--- src/rtl/skid_buffer_n.sv ---
// skid_buffer_n
//
// Purpose:
//   Valid/ready skid buffer placed directly in front of an enabled N-bit
//   stage register. It turns a producer valid/ready stream into a
//   registered data word (out_data) and a valid flag (out_valid). The
//   downstream stage uses these as its d_in / enable pair.
//   in_ready comes only from internal state (and reset), so the ready
//   path is broken. The buffer still sustains one beat per cycle.
//
// Ports:
//   clock        in   rising-edge master clock
//   reset        in   synchronous, active-high; highest priority
//   flush        in   synchronous flush; discards every held beat
//   in_valid     in   producer has a beat on in_data
//   in_ready     out  buffer can accept a beat this cycle
//   in_data      in   [N-1:0] producer data
//   out_valid    out  out_data holds a valid beat
//   out_ready    in   consumer takes out_data this cycle
//   out_data     out  [N-1:0] registered output data (main register)
//   stall_count  out  [STALL_CNT_W-1:0] saturating count of cycles with
//                     out_valid=1 and out_ready=0
//                     (present only when SKID_STALL_CNT_EN is defined)
//
// Configuration macro:
//   SKID_STALL_CNT_EN -- adds the stall_count port and its counter.

module skid_buffer_n #(
    parameter int N           = 8,
    parameter int STALL_CNT_W = 16
) (
    input  logic                   clock,
    input  logic                   reset,
    input  logic                   flush,
    input  logic                   in_valid,
    output logic                   in_ready,
    input  logic [N-1:0]           in_data,
    output logic                   out_valid,
    input  logic                   out_ready,
    output logic [N-1:0]           out_data
`ifdef SKID_STALL_CNT_EN
    ,
    output logic [STALL_CNT_W-1:0] stall_count
`endif
);

    typedef enum logic [1:0] {
        EMPTY = 2'd0,
        BUSY  = 2'd1,
        FULL  = 2'd2
    } state_t;

    state_t         state_q;
    state_t         state_d;
    logic [N-1:0]   main_q;
    logic [N-1:0]   main_d;
    logic [N-1:0]   skid_q;
    logic [N-1:0]   skid_d;
    logic           in_fire;
    logic           out_fire;

    // Outputs depend only on registers. The one exception is in_ready,
    // which is also forced low while reset is high.
    assign out_valid = (state_q != EMPTY);
    assign in_ready  = (state_q != FULL) && !reset;
    assign out_data  = main_q;

    assign in_fire   = in_valid && in_ready;
    assign out_fire  = out_valid && out_ready;

    // Next-state and data-load logic.
    // Flush overrides every transfer. An out_fire in the same cycle as a
    // flush has already been taken by the consumer, so nothing more is
    // needed for it here.
    always_comb begin
        state_d = state_q;
        main_d  = main_q;
        skid_d  = skid_q;
        if (flush) begin
            state_d = EMPTY;
            main_d  = '0;
            skid_d  = '0;
        end else begin
            case (state_q)
                EMPTY: begin
                    if (in_fire) begin
                        state_d = BUSY;
                        main_d  = in_data;
                    end
                end
                BUSY: begin
                    if (in_fire && out_fire) begin
                        main_d  = in_data;
                    end else if (in_fire) begin
                        // Consumer stalled: park the new beat behind main.
                        state_d = FULL;
                        skid_d  = in_data;
                    end else if (out_fire) begin
                        state_d = EMPTY;
                    end
                end
                FULL: begin
                    // in_ready is low in FULL, so only a drain can happen.
                    if (out_fire) begin
                        state_d = BUSY;
                        main_d  = skid_q;
                    end
                end
                default: begin
                    state_d = EMPTY;
                    main_d  = '0;
                    skid_d  = '0;
                end
            endcase
        end
    end

    // State and data registers with synchronous reset.
    always_ff @(posedge clock) begin
        if (reset) begin
            state_q <= EMPTY;
            main_q  <= '0;
            skid_q  <= '0;
        end else begin
            state_q <= state_d;
            main_q  <= main_d;
            skid_q  <= skid_d;
        end
    end

`ifdef SKID_STALL_CNT_EN
    // Saturating count of cycles in which a valid beat waits on the
    // consumer. Reset and flush both clear it.
    always_ff @(posedge clock) begin
        if (reset || flush) begin
            stall_count <= '0;
        end else if (out_valid && !out_ready && (stall_count != '1)) begin
            stall_count <= stall_count + STALL_CNT_W'(1);
        end
    end
`else
    // The counter width has no use without the stall counter.
    logic [STALL_CNT_W-1:0] unused_stall_cnt;
    assign unused_stall_cnt = '0;
`endif

endmodule

--- config.mk ---
export PLATFORM = sky130hd
export DESIGN_NAME = skid_buffer_n
export DESIGN_NICKNAME = d
export VERILOG_FILES = /design/src/rtl/skid_buffer_n.sv
export SDC_FILE = /design/constraint.sdc
export NUM_CORES = 1
export LEC_CHECK = 0
export CAP_MARGIN = 20
export CORE_UTILIZATION = 53
export CTS_CLUSTER_DIAMETER = 150
export DETAILED_ROUTE_END_ITERATION = 10
export PLACE_DENSITY = 0.83
export SLEW_MARGIN = 10
export SYNTH_ARGS = -nofsm -noshare
export SYNTH_HDL_FRONTEND = slang
export SYNTH_SLANG_ARGS = --single-unit
--- constraint.sdc ---
create_clock -name clock -period 2.4 [get_ports clock]
set_input_delay 0.36 -clock clock [delete_from_list [all_inputs] [get_ports clock]]
set_output_delay 0.36 -clock clock [all_outputs]
set_load 0.005 [all_outputs]
==> impl_metrics.csv <==
group,metric,value,unit
outcome,status,"complete, no violations",
floorplanning,io_pins,23,
detailed_routing,drtPass1Iterations,4,
floorplanning,initial_core_util,58.81,%
pwr,power.share.sequential,52.2,%
sta,worst_pin_slew,0.6001,ns
clock_tree,cts_tree,"yes",
pwr,pwr-share-comb,15.5,%
sta,slew_violations,0,
clock_tree,cts-hold-fix-buffers,0,
sta,setup-tns-final,0,ns
sta,setup_viol,0,
logic_synthesis,syn-num-nets,126,
sta,rsz0062_at_grt,"no",
cells_and_area,num_antenna_cells,0,
clock_tree,clockBufferDepth,2,
detailed_routing,drt_iter0_markers,27,
grt,grt_antenna_before_repair,0,
sta,post-route-period-util,86.22,%
logic_synthesis,avgSynthCellArea,9.279,um^2
clock_tree,root_buffer,"clkbuf_4",
place,dp_cells,153,
pwr,power_frac_clock,32.3,%
place,dpl.hpwl,1787,um
pwr,power_density,460.4,nW/um^2
floorplanning,die_area,2160,um^2
clock_tree,htree_levels,1,
worst_setup_path,crit_fanout,12,
cells_and_area,final_net_count,146,
worst_setup_path,crit_top_cell,"clkdlybuf4s50_1",
grt,use_met3,3.529,%
grt,grt_pass1_vias,878,
worst_setup_path,r2r_end,"skid_q[2]$_SDFFE_PP0P_",
detailed_routing,vias_per_cell,6.166,
logic_synthesis,synth_cell_types,26,
grt,grt_max_degree,13,
worst_setup_path,critPathLaunchType,"input port",
clock_tree,cts_resized,0,
grt,grtUsageMet1,36.90,%
worst_setup_path,required,2.04,ns
detailed_routing,post_drt_wl_per_cell,16.38,um
worst_setup_path,worst-r2r-cell-count,3,
pwr,p_sw_share,25.03,%
detailed_routing,wl,2572,um
place,portBuffers,22,
worst_hold_path,hp-class,"register to register",
grt,grt_pass1_wl,4071,um
pwr,irDropWorstVdd,339.7,uV
floorplanning,coreArea,1783,um^2
logic_synthesis,yosysWarnings,0,
worst_setup_path,rrSetupSlack,0.84,ns
flow_run,maxCapViolCount,0,
sta,clock_skew,0.003062,ns
worst_setup_path,worstPathArrival,1.71,ns
cells_and_area,layout-drive-gt1-share,16.67,%
pwr,internal-power,446.1,uW
detailed_routing,ant_nets,0,
floorplanning,die_x,46.48,um
floorplanning,die_y,46.48,um
detailed_routing,vias,968,
worst_setup_path,end_kind,"output pin",
grt,grt.busiest_layer,"met2",
sta,max_slew_margin,59.91,%
clock_tree,clk-insertion-delay-late,0.29,ns
worst_setup_path,crit_type,"input port to output pin",
logic_synthesis,synth_cells,113,
clock_tree,clk_pin_slew_worst_paths,0.11,ns
pwr,p_leak,0.0004755,uW
grt,grt_util_all_layers,26.37,%
grt,met2_usage,42.22,%
clock_tree,cts_setup_buffers,0,
sta,fin_ws,0.3308,ns
logic_synthesis,synth_seq_cells,18,
cells_and_area,syn2layout_area_growth,23.27,%
sta,clock.fmax,0.4833,GHz
worst_setup_path,cp_slowest_cell,"clkdlybuf4s50_1",
worst_setup_path,max_stage_delay,0.62,ns
worst_setup_path,r2r_start,"state_q[0]$_SDFFE_PP0P_",
clock_tree,cts.sinks,18,
detailed_routing,drc_errors,0,
worst_setup_path,crit_start,"reset",
place,pre_cts_ws,0.3172,ns
worst_setup_path,path_cells,"clkdlybuf4s50_1 -> nor2_1 -> clkdlybuf4s50_1",
cells_and_area,stdcell_count,157,
sta,hold_viol_final,0,
sta,finalCriticalPeriod,2.069,ns
place,gp_congestion,0.8305,
worst_setup_path,critical_path.endpoint,"in_ready",
floorplanning,rows,15,
logic_synthesis,synth-seq-area-share,34.37,%
pwr,switchingPower,148.9,uW
grt,grt_overflow,0,
clock_tree,cts_made_buffers,3,
logic_synthesis,syn_area,1049,um^2
[stage by stage]
step	hold WS, ns	util (%)	power (uW)	cell area, um^2
after floorplan	0.4366	-	368.9	1049
after global placement	0.4526	70.46	406.1	1256
after detailed placement	0.4542	70.46	408.9	1256
after CTS	0.4878	72.49	597.5	1292
after global routing	0.5104	72.49	618.3	1292
final	0.4894	72.49	595.1	1292
[power by group through the flow]
| stage | Sequential (uW) | Combinational [uW] | Clock [uW] |
|---|---|---|---|
| 3_3_place_gp | 317 | 89.2 | 0 |
| 4_1_cts | 311 | 91.9 | 195 |
| 3_5_place_dp | 317 | 91.5 | 0 |
| 5_1_grt | 311 | 99.6 | 207 |
| 2_1_floorplan | 314 | 55.1 | 0 |
| 6_report | 311 | 92.5 | 192 |
[cell usage after synthesis]
library cell | number | area [um^2]
o21ai_0 | 8 | 40.04
buf_4 | 1 | 7.510
mux2i_1 | 1 | 10.01
a21oi_1 | 2 | 10.01
dfxtp_1 | 18 | 360.4
nand3_1 | 16 | 80.08
or2_2 | 1 | 6.260
or2_4 | 1 | 8.760
nor4b_1 | 16 | 140.1
nor2_1 | 1 | 3.750
a211oi_4 | 1 | 20.02
nor2b_4 | 1 | 13.76
buf_1 | 2 | 7.510
nand2b_1 | 2 | 12.51
and3b_1 | 2 | 17.52
nor2b_1 | 3 | 18.77
mux2_2 | 8 | 90.09
a22o_1 | 8 | 70.07
buf_6 | 4 | 45.04
o32ai_1 | 1 | 8.760
nor4b_2 | 1 | 15.01
nor3_1 | 1 | 5.000
clkbuf_1 | 3 | 11.26
buf_2 | 2 | 10.01
or3_1 | 1 | 6.260
nand2_1 | 8 | 30.03
[routing by layer]
metal	wire, um	vias up
met3	185	2
met1	1080	460
met5	0	-
met2	1291	40
li1	-	466
met4	14	0
[logic make-up after synthesis]
family                 count (synthesis)  synth area share (%)
multiplexers                           9                 9.547
AO/OA/AOI/OAI                         20                 14.20
AND/OR/NAND/NOR                       54                 34.13
flip-flops                            18                 34.37
buffers and inverters                 12                 7.757
[registers in the layout, summed over array words and instances, names as in the netlist]
| signal | flops |
|---|---|
| skid_q | 8 |
| out_data | 8 |
| state_q | 2 |
[cell type report]
class                   count  area, um^2
well taps                  25       31.28
repair buffers             27       257.7
clock buffers               4       36.28
multi-input cells          83       606.8
fillers                   151       490.5
flip-flops and latches     18       360.3
[critical path: cells and delay by family]
family	cells	cell delay, ns
buffers and inverters	2	1.14
AND/OR/NAND/NOR	1	0.20
[layout by cell type (no fill, tap or decap), drive strengths merged]
cell and instances:
buf 5, o21ai 8, or3 1, mux2 8, a22o 8, or2 2
nand2 8, clkdlybuf4s50 22, nor2b 4, nand2b 2, dfxtp 18, and3b 2
nor4b 17, o32ai 1, mux2i 1, nand3 16, a21oi 2, nor3 1
nor2 1, clkbuf 4, a211oi 1
[how the worst min path moves through the flow]
stage                                      start                      to  slack, ns  cells past startpoint
after floorplan           skid_q[0]$_SDFFE_PP0P_  skid_q[0]$_SDFFE_PP0P_       0.44                      1
after global placement    skid_q[5]$_SDFFE_PP0P_  skid_q[5]$_SDFFE_PP0P_       0.45                      1
after detailed placement  skid_q[6]$_SDFFE_PP0P_  skid_q[6]$_SDFFE_PP0P_       0.45                      1
after CTS                 skid_q[7]$_SDFFE_PP0P_  skid_q[7]$_SDFFE_PP0P_       0.49                      1
after global routing      skid_q[7]$_SDFFE_PP0P_  skid_q[7]$_SDFFE_PP0P_       0.51                      1
final                     skid_q[7]$_SDFFE_PP0P_  skid_q[7]$_SDFFE_PP0P_       0.49                      1
Power figures use the tool's default switching activity.
